**config.mk**
```make
export PLATFORM = sky130hd
export DESIGN_NAME = i2c_burst_sequencer
export DESIGN_NICKNAME = d
export VERILOG_FILES = /design/src/rtl/i2c_burst_sequencer.sv
export SDC_FILE = /design/constraint.sdc
export NUM_CORES = 1
export LEC_CHECK = 0
export ABC_AREA = 1
export BUFFER_PORTS_ARGS = -buffer_cell sky130_fd_sc_hd__buf_4
export CAP_MARGIN = 20
export CELL_PAD_IN_SITES_DETAIL_PLACEMENT = 1
export CELL_PAD_IN_SITES_GLOBAL_PLACEMENT = 1
export CORE_MARGIN = 10
export CORE_UTILIZATION = 47
export DETAILED_ROUTE_END_ITERATION = 16
export GPL_TIMING_DRIVEN = 0
export PLACE_DENSITY_LB_ADDON = 0.1
export SYNTH_ARGS = -nofsm -noshare
export SYNTH_HDL_FRONTEND = slang
export SYNTH_SLANG_ARGS = --single-unit
```
**constraint.sdc**
```tcl
create_clock -name i_clk -period 3.25 [get_ports i_clk]
set_input_delay 0 -clock i_clk [delete_from_list [all_inputs] [get_ports i_clk]]
set_output_delay 0 -clock i_clk [all_outputs]
set_load 0.02 [all_outputs]
```
**src/rtl/i2c_burst_sequencer.sv**
```systemverilog
// i2c_burst_sequencer: turns one burst command into a series of single-byte i2c_master transfers,
// fed from a write FIFO and filling a first-word-fall-through read FIFO.
module i2c_burst_sequencer #(
    parameter int DATA_WIDTH = 8,
    parameter int REG_WIDTH  = 8,
    parameter int ADDR_WIDTH = 7,
    parameter int DEPTH      = 16,
    parameter int TIMEOUT    = 1048576
) (
    input  logic                           i_clk,
    input  logic                           i_rst,
    input  logic                           i_cmd_valid,
    output logic                           o_cmd_ready,
    input  logic                           i_cmd_rw,
    input  logic [ADDR_WIDTH-1:0]          i_cmd_device_addr,
    input  logic [REG_WIDTH-1:0]           i_cmd_reg_addr,
    input  logic [$clog2(DEPTH+1)-1:0]     i_cmd_len,
    input  logic [15:0]                    i_cmd_divider,
    input  logic                           i_wr_valid,
    input  logic [DATA_WIDTH-1:0]          i_wr_data,
    output logic                           o_wr_full,
    output logic                           o_rd_valid,
    output logic [DATA_WIDTH-1:0]          o_rd_data,
    input  logic                           i_rd_ready,
    output logic                           o_busy,
    output logic                           o_done,
    output logic                           o_timeout,
    output logic                           o_enable,
    output logic                           o_rw,
    output logic [DATA_WIDTH-1:0]          o_mosi_data,
    output logic [REG_WIDTH-1:0]           o_reg_addr,
    output logic [ADDR_WIDTH-1:0]          o_device_addr,
    output logic [15:0]                    o_divider,
    input  logic [DATA_WIDTH-1:0]          i_miso_data,
    input  logic                           i_busy
);
    localparam int LW = $clog2(DEPTH + 1);
    localparam int PW = $clog2(DEPTH);
    localparam int TW = $clog2(TIMEOUT + 1);

    typedef enum logic [2:0] {IDLE, CHECK, WAIT_IDLE, ASSERT, WAIT_DONE, CAPTURE, DONE} state_t;

    state_t                state;
    logic [LW-1:0]         remaining, wr_cnt, rd_cnt;
    logic [PW-1:0]         wr_wp, wr_rp, rd_wp, rd_rp;
    logic [TW-1:0]         wait_cnt;
    logic [DATA_WIDTH-1:0] wr_mem [DEPTH];
    logic [DATA_WIDTH-1:0] rd_mem [DEPTH];
    logic                  waiting, advance, tmo, wr_push, wr_pop, rd_push, rd_pop;

    function automatic logic [PW-1:0] nxt(input logic [PW-1:0] p);
        return (p == PW'(DEPTH - 1)) ? '0 : p + PW'(1);
    endfunction

    // ASSERT waits for the master to go busy; the other two wait states wait for it to go idle
    assign waiting     = (state == WAIT_IDLE) || (state == ASSERT) || (state == WAIT_DONE);
    assign advance     = (state == ASSERT) ? i_busy : !i_busy;
    assign tmo         = waiting && !advance && (wait_cnt == TW'(TIMEOUT - 1));
    assign o_wr_full   = wr_cnt == LW'(DEPTH);
    assign o_rd_valid  = rd_cnt != '0;
    assign o_rd_data   = rd_mem[rd_rp];
    assign o_cmd_ready = state == IDLE;
    assign o_busy      = state != IDLE;
    assign wr_push     = i_wr_valid && !o_wr_full;
    assign wr_pop      = (state == WAIT_IDLE) && !i_busy && !o_rw;
    assign rd_push     = (state == CAPTURE) && o_rw;
    assign rd_pop      = i_rd_ready && o_rd_valid;

    always_ff @(posedge i_clk) begin
        if (wr_push) wr_mem[wr_wp] <= i_wr_data;
        if (rd_push) rd_mem[rd_wp] <= i_miso_data;
    end

    always_ff @(posedge i_clk or posedge i_rst) begin
        if (i_rst) begin
            state         <= IDLE;
            remaining     <= '0;
            wr_cnt        <= '0;
            rd_cnt        <= '0;
            wr_wp         <= '0;
            wr_rp         <= '0;
            rd_wp         <= '0;
            rd_rp         <= '0;
            wait_cnt      <= '0;
            o_enable      <= 1'b0;
            o_rw          <= 1'b0;
            o_mosi_data   <= '0;
            o_reg_addr    <= '0;
            o_device_addr <= '0;
            o_divider     <= '0;
            o_done        <= 1'b0;
            o_timeout     <= 1'b0;
        end else begin
            o_done   <= 1'b0;
            wait_cnt <= (waiting && !advance) ? wait_cnt + TW'(1) : '0;
            if (tmo) begin
                wr_wp  <= '0;
                wr_rp  <= '0;
                wr_cnt <= '0;
            end else begin
                if (wr_push) wr_wp <= nxt(wr_wp);
                if (wr_pop) wr_rp <= nxt(wr_rp);
                wr_cnt <= wr_cnt + LW'(wr_push) - LW'(wr_pop);
            end
            if (rd_push) rd_wp <= nxt(rd_wp);
            if (rd_pop) rd_rp <= nxt(rd_rp);
            rd_cnt <= rd_cnt + LW'(rd_push) - LW'(rd_pop);
            case (state)
                IDLE: if (i_cmd_valid) begin
                    o_rw          <= i_cmd_rw;
                    o_device_addr <= i_cmd_device_addr;
                    o_reg_addr    <= i_cmd_reg_addr;
                    o_divider     <= i_cmd_divider;
                    remaining     <= i_cmd_len;
                    o_timeout     <= 1'b0;
                    state         <= CHECK;
                end
                CHECK: state <= (remaining == '0) ? DONE :
                                ((!o_rw && wr_cnt == '0) || (o_rw && rd_cnt == LW'(DEPTH))) ? CHECK : WAIT_IDLE;
                WAIT_IDLE: if (advance) begin
                    o_enable <= 1'b1;
                    if (!o_rw) o_mosi_data <= wr_mem[wr_rp];
                    state <= ASSERT;
                end
                ASSERT: if (advance) begin
                    o_enable <= 1'b0;
                    state    <= WAIT_DONE;
                end
                WAIT_DONE: if (advance) state <= CAPTURE;
                CAPTURE: begin
                    remaining  <= remaining - LW'(1);
                    o_reg_addr <= o_reg_addr + REG_WIDTH'(1);
                    state      <= CHECK;
                end
                DONE: begin
                    o_done <= 1'b1;
                    state  <= IDLE;
                end
                default: state <= IDLE;
            endcase
            if (tmo) begin
                o_timeout <= 1'b1;
                o_enable  <= 1'b0;
                state     <= DONE;
            end
        end
    end
endmodule

```
==> key figures <==
Timing
  – Period Utilization, post-route: 89.1%
  – RSZ-0062 raised after global routing: no
  – Worst clock skew: 0.0115 ns
  – Final setup fails: 0
  – Max-slew headroom: 29.3%
  – Total negative slack: 0 ns
  – Transition time at the pin with the least slew margin: 1.06 ns
  – Final min period: 2.90 ns
  – Worst setup margin: 0.354 ns
  – Fmax: 0.345 GHz
  – Worst Hold Slack: 0.0292 ns
  – Fin. Hold Viols: 0
  – Slew Limit Fails: 0

Critical path
  – Crit path largest cell delay: 0.47 ns
  – Path length in cells of the critical path: 17
  – Bufs and invs on worst path: 5
  – Start-to-end type of the worst setup path: flip-flop to flip-flop
  – Worst Reg2Reg Path Length in Cells: 17
  – Critical path arrival: 3.29 ns
  – Crit path required time: 3.65 ns
  – Kind of end point of the critical path: flip-flop
  – FF-to-FF setup slack: 0.35 ns
  – Peak fanout along the critical path: 10
  – Termination of the worst setup path: wr_cnt[4]
  – Kind of launch point of the worst setup path: flip-flop
  – CP cell instances: inv_1, nand2_1, nor3_2, nand2_2, inv_2, buf_4, ha_1, inv_1, ha_1, inv_1, fa_1, nor2_1, nor2_1, nor2_1, nor2_1, xor2_1, nor2_1
  – Critical R2R Launch: state[0]
  – Cell mode on critical path: sky130_fd_sc_hd__nor2_1
  – CP max-delay cell: sky130_fd_sc_hd__dfrtp_1
  – Capture point of the worst reg-to-reg path: wr_cnt[4]
  – CP startpoint: state[0]
  – CP delay by family, top: simple AND/OR/NAND/NOR gates

Place
  – Final weighted congestion in routability-driven placement: 0.837
  – Number of port buffers: 113
  – Detailed Place HPWL: 30.3 mm
  – Worst slack, placed: 0.364 ns
  – Cells after DPL: 2133

Synthesis
  – Unique cell type count in the Yosys netlist: 46
  – Simple logic cell fraction of the synthesized area: 20.5%
  – Area contributors post-synth: sky130_fd_sc_hd__edfxtp_1 (49%), sky130_fd_sc_hd__dfrtp_1 (15%), sky130_fd_sc_hd__nand2_1 (9.1%)
  – Cell area after synthesis: 15800 sq um
  – Largest family of logic cells by synthesized area: simple AND/OR/NAND/NOR gates
  – Cell count after synthesis: 1571
  – Post-synth top flop: sky130_fd_sc_hd__edfxtp_1
  – Adder-cell share of the synthesized area: 2.31%
  – Synthesized area per cell: 10.1 sq um
  – Number of register bits inferred by synthesis: 354
  – Fraction of synthesized cell area in xor and xnor cells: 1.33%
  – Multiplexer share of the synthesized area: 0%
  – Syn. warnings: 0
  – Share of Yosys cell area claimed by the top area cell type: 48.5%
  – Cell type contributing the most total cell area after synthesis: sky130_fd_sc_hd__edfxtp_1
  – Count of flip-flops with a built-in enable after synthesis: 256
  – Portion of the post-synthesis area used by sequential elements: 64.0%
  – Share of synthesized flip-flops with an asynchronous set or reset: 27.7%
  – Synth Area in Compound Gates: 5.70%
  – Nets in the synthesized netlist: 1658

Floorplan
  – Total Die Area: 41400 sq um
  – Initial core utilization: 47.5%
  – Number of top-level pins: 114
  – Placeable core region: 33400 sq um
  – Floorplan row count: 67
  – Vertical die dimension: 204 microns
  – Chip width: 204 microns

Pwr
  – Standby leakage power: 0.00805 uW
  – Overall power of the completed layout: 16200 uW
  – Reg power frac: 36.5%
  – Clock network power share: 27.0%
  – Switching power of the nets: 6110 uW
  – Net switching share of the total power: 37.7%
  – Share of power burned in combinational logic: 36.5%
  – Internal power consumption: 10100 uW
  – Worst supply voltage drop on vdd: 0.587 mV
  – PwrDens: 849 nW/um^2

Clock network
  – Clock tree from TritonCTS: built
  – Maximum level of the CTS H-tree: 2
  – Number of buffers inserted during clock tree synthesis: 39
  – Post-CTS clock slew at the launch and capture registers of the worst setup and hold paths: 0.06 ns
  – Root Buffer Master: sky130_fd_sc_hd__clkbuf_16
  – Number of sinks handled by clock tree synthesis: 354
  – Maximum number of buffers from clock root to sink: 3
  – Insertion delay of the later-clocked pin in the worst-skew pair: 0.52 ns

Drt
  – Routed len/inst: 20.0 microns
  – Remaining number of nets flagged by the antenna check after routing: 0
  – Via-to-Cell Ratio: 5.28
  – Pre-antenna DRT Iters: 5
  – Remaining design rule violation count: 0
  – Routed via count: 11900
  – First-iteration detailed-routing DRC count: 584
  – Routed Wire Length: 45.2 mm

Global route
  – Largest net degree at the start of global routing: 57
  – First-pass GRT wire length: 71.6 mm
  – Vias in the first global route: 13000
  – Number of antenna violations at the first check in global routing: 1
  – Global-route usage over all layers: 21.8%
  – Residual overflow from global routing: 0

Hold path
  – Worst min-delay path category: input pin to flip-flop

Status
  – Result of the run: finished, final reports clean

Layout
  – Final cell count without fillers: 2261
  – Ratio of cells with drive above 1 in the final layout: 13.6%
  – Number of nets in the layout: 1870
  – Area Overhead vs Synth: 20.7%
  – Commonest cells after routing, fill and taps aside: sky130_fd_sc_hd__nand2_1 (384), sky130_fd_sc_hd__edfxtp_1 (256), sky130_fd_sc_hd__nor2_1 (236)
  – Most frequent standard cell in the layout excluding fill and tap cells: sky130_fd_sc_hd__nand2_1

Run
  – Max-capacitance violation count: 0
cells in the mapped netlist (4+ instances only):
master and number:
sky130_fd_sc_hd__xnor2_1 7, sky130_fd_sc_hd__nand3_1 119, sky130_fd_sc_hd__o21ai_0 85, sky130_fd_sc_hd__nand4_1 7, sky130_fd_sc_hd__o211ai_1 18, sky130_fd_sc_hd__o22ai_1 17, sky130_fd_sc_hd__nor2_1 236, sky130_fd_sc_hd__nand2_2 4
sky130_fd_sc_hd__inv_1 156, sky130_fd_sc_hd__nand2_1 384, sky130_fd_sc_hd__xor2_1 17, sky130_fd_sc_hd__dfrtp_1 98, sky130_fd_sc_hd__buf_4 10, sky130_fd_sc_hd__ha_1 26, sky130_fd_sc_hd__inv_2 5, sky130_fd_sc_hd__buf_2 30
sky130_fd_sc_hd__or2_1 7, sky130_fd_sc_hd__clkbuf_1 15, sky130_fd_sc_hd__nor2_2 4, sky130_fd_sc_hd__edfxtp_1 256, sky130_fd_sc_hd__a21oi_1 26, sky130_fd_sc_hd__clkinv_1 5
worst register-to-register path: cells and delay by family (launching register included):
kind	cells	cell delay (ns)
AND/OR/NAND/NOR	8	0.84
adder cells (fa/ha/maj)	3	0.81
buffers and inverters	5	0.53
flip-flops	1	0.47
XOR/XNOR	1	0.12
layout make-up:
type,count,area [sq um]
inverter,168,646
tap,448,561
sequential,354,10100
fill,3716,14300
antenna,1,2.50
timing repair buffer,171,1450
buffer,59,324
clock inverter,20,200
multi-input combinational,990,4740
clock buffer,50,1060
metal layers:
metal | routed length (microns) | share of wire [%] | GRT usage [%] | up-vias
met5 | 0 | 0 | 0 | -
met4 | 759 | 1.7 | 5.22 | 0
met3 | 2760 | 6.1 | 3.82 | 65
met2 | 22100 | 49 | 37.0 | 295
met1 | 19600 | 43 | 28.6 | 5995
li1 | - | - | - | 5590
flip-flops by register name (all words and copies together) (netlist names), 5 cells and up:
| signal | count |
|---|---|
| rd_mem | 128 |
| wr_mem | 128 |
| wait_cnt | 21 |
| o_divider | 16 |
| o_mosi_data | 8 |
| o_reg_addr | 8 |
| o_device_addr | 7 |
| rd_cnt | 5 |
| remaining | 5 |
| wr_cnt | 5 |
cells by family after synthesis:
family | count (synthesis)
and+or+nand+nor | 777
buffers and inverters | 227
DFF | 354
adders and majority gates | 28
xor gates and xnor gates | 24
AOI/OAI and AO/OA | 161
worst min path at each step:
stage	start	to	slack [ns]	cells past startpoint
floorplan	i_miso_data[0]	rd_mem[0][0]	0.1	0
global placement	i_cmd_divider[14]	o_divider[14]	0.20	3
detailed placement	i_rst	o_divider[14]	0.12	2
CTS	i_cmd_valid	state[0]	0.02	6
global route	i_cmd_valid	state[2]	0.05	6
finish	i_cmd_valid	state[0]	0.03	6
power by group through the flow:
stage | registers (uW) | clock network [uW] | logic [uW]
after floorplan | 6190 | 0 | 3440
after global placement | 5950 | 0 | 5590
after detailed placement | 5980 | 0 | 5830
after CTS | 5900 | 4430 | 5940
after global routing | 5990 | 4650 | 6630
final | 5920 | 4370 | 5930
what timing repair did:
| item | in CTS | in global routing |
|---|---|---|
| buffers inserted | 0 | 0 |
| hold buffers | 57 | 0 |
| gates resized for setup | 0 | 0 |
| hold endpoints to repair | 345 | 0 |
metrics by stage:
| stage | instance area [sq um] | utilization [%] |
|---|---|---|
| 2_1_floorplan | 15800 | - |
| 3_3_place_gp | 17200 | 51.7 |
| 3_5_place_dp | 17300 | 51.8 |
| 4_1_cts | 19100 | 57.3 |
| 5_1_grt | 19100 | 57.3 |
| 6_report | 19100 | 57.3 |
Note: power is estimated with default switching activity, not from simulation.
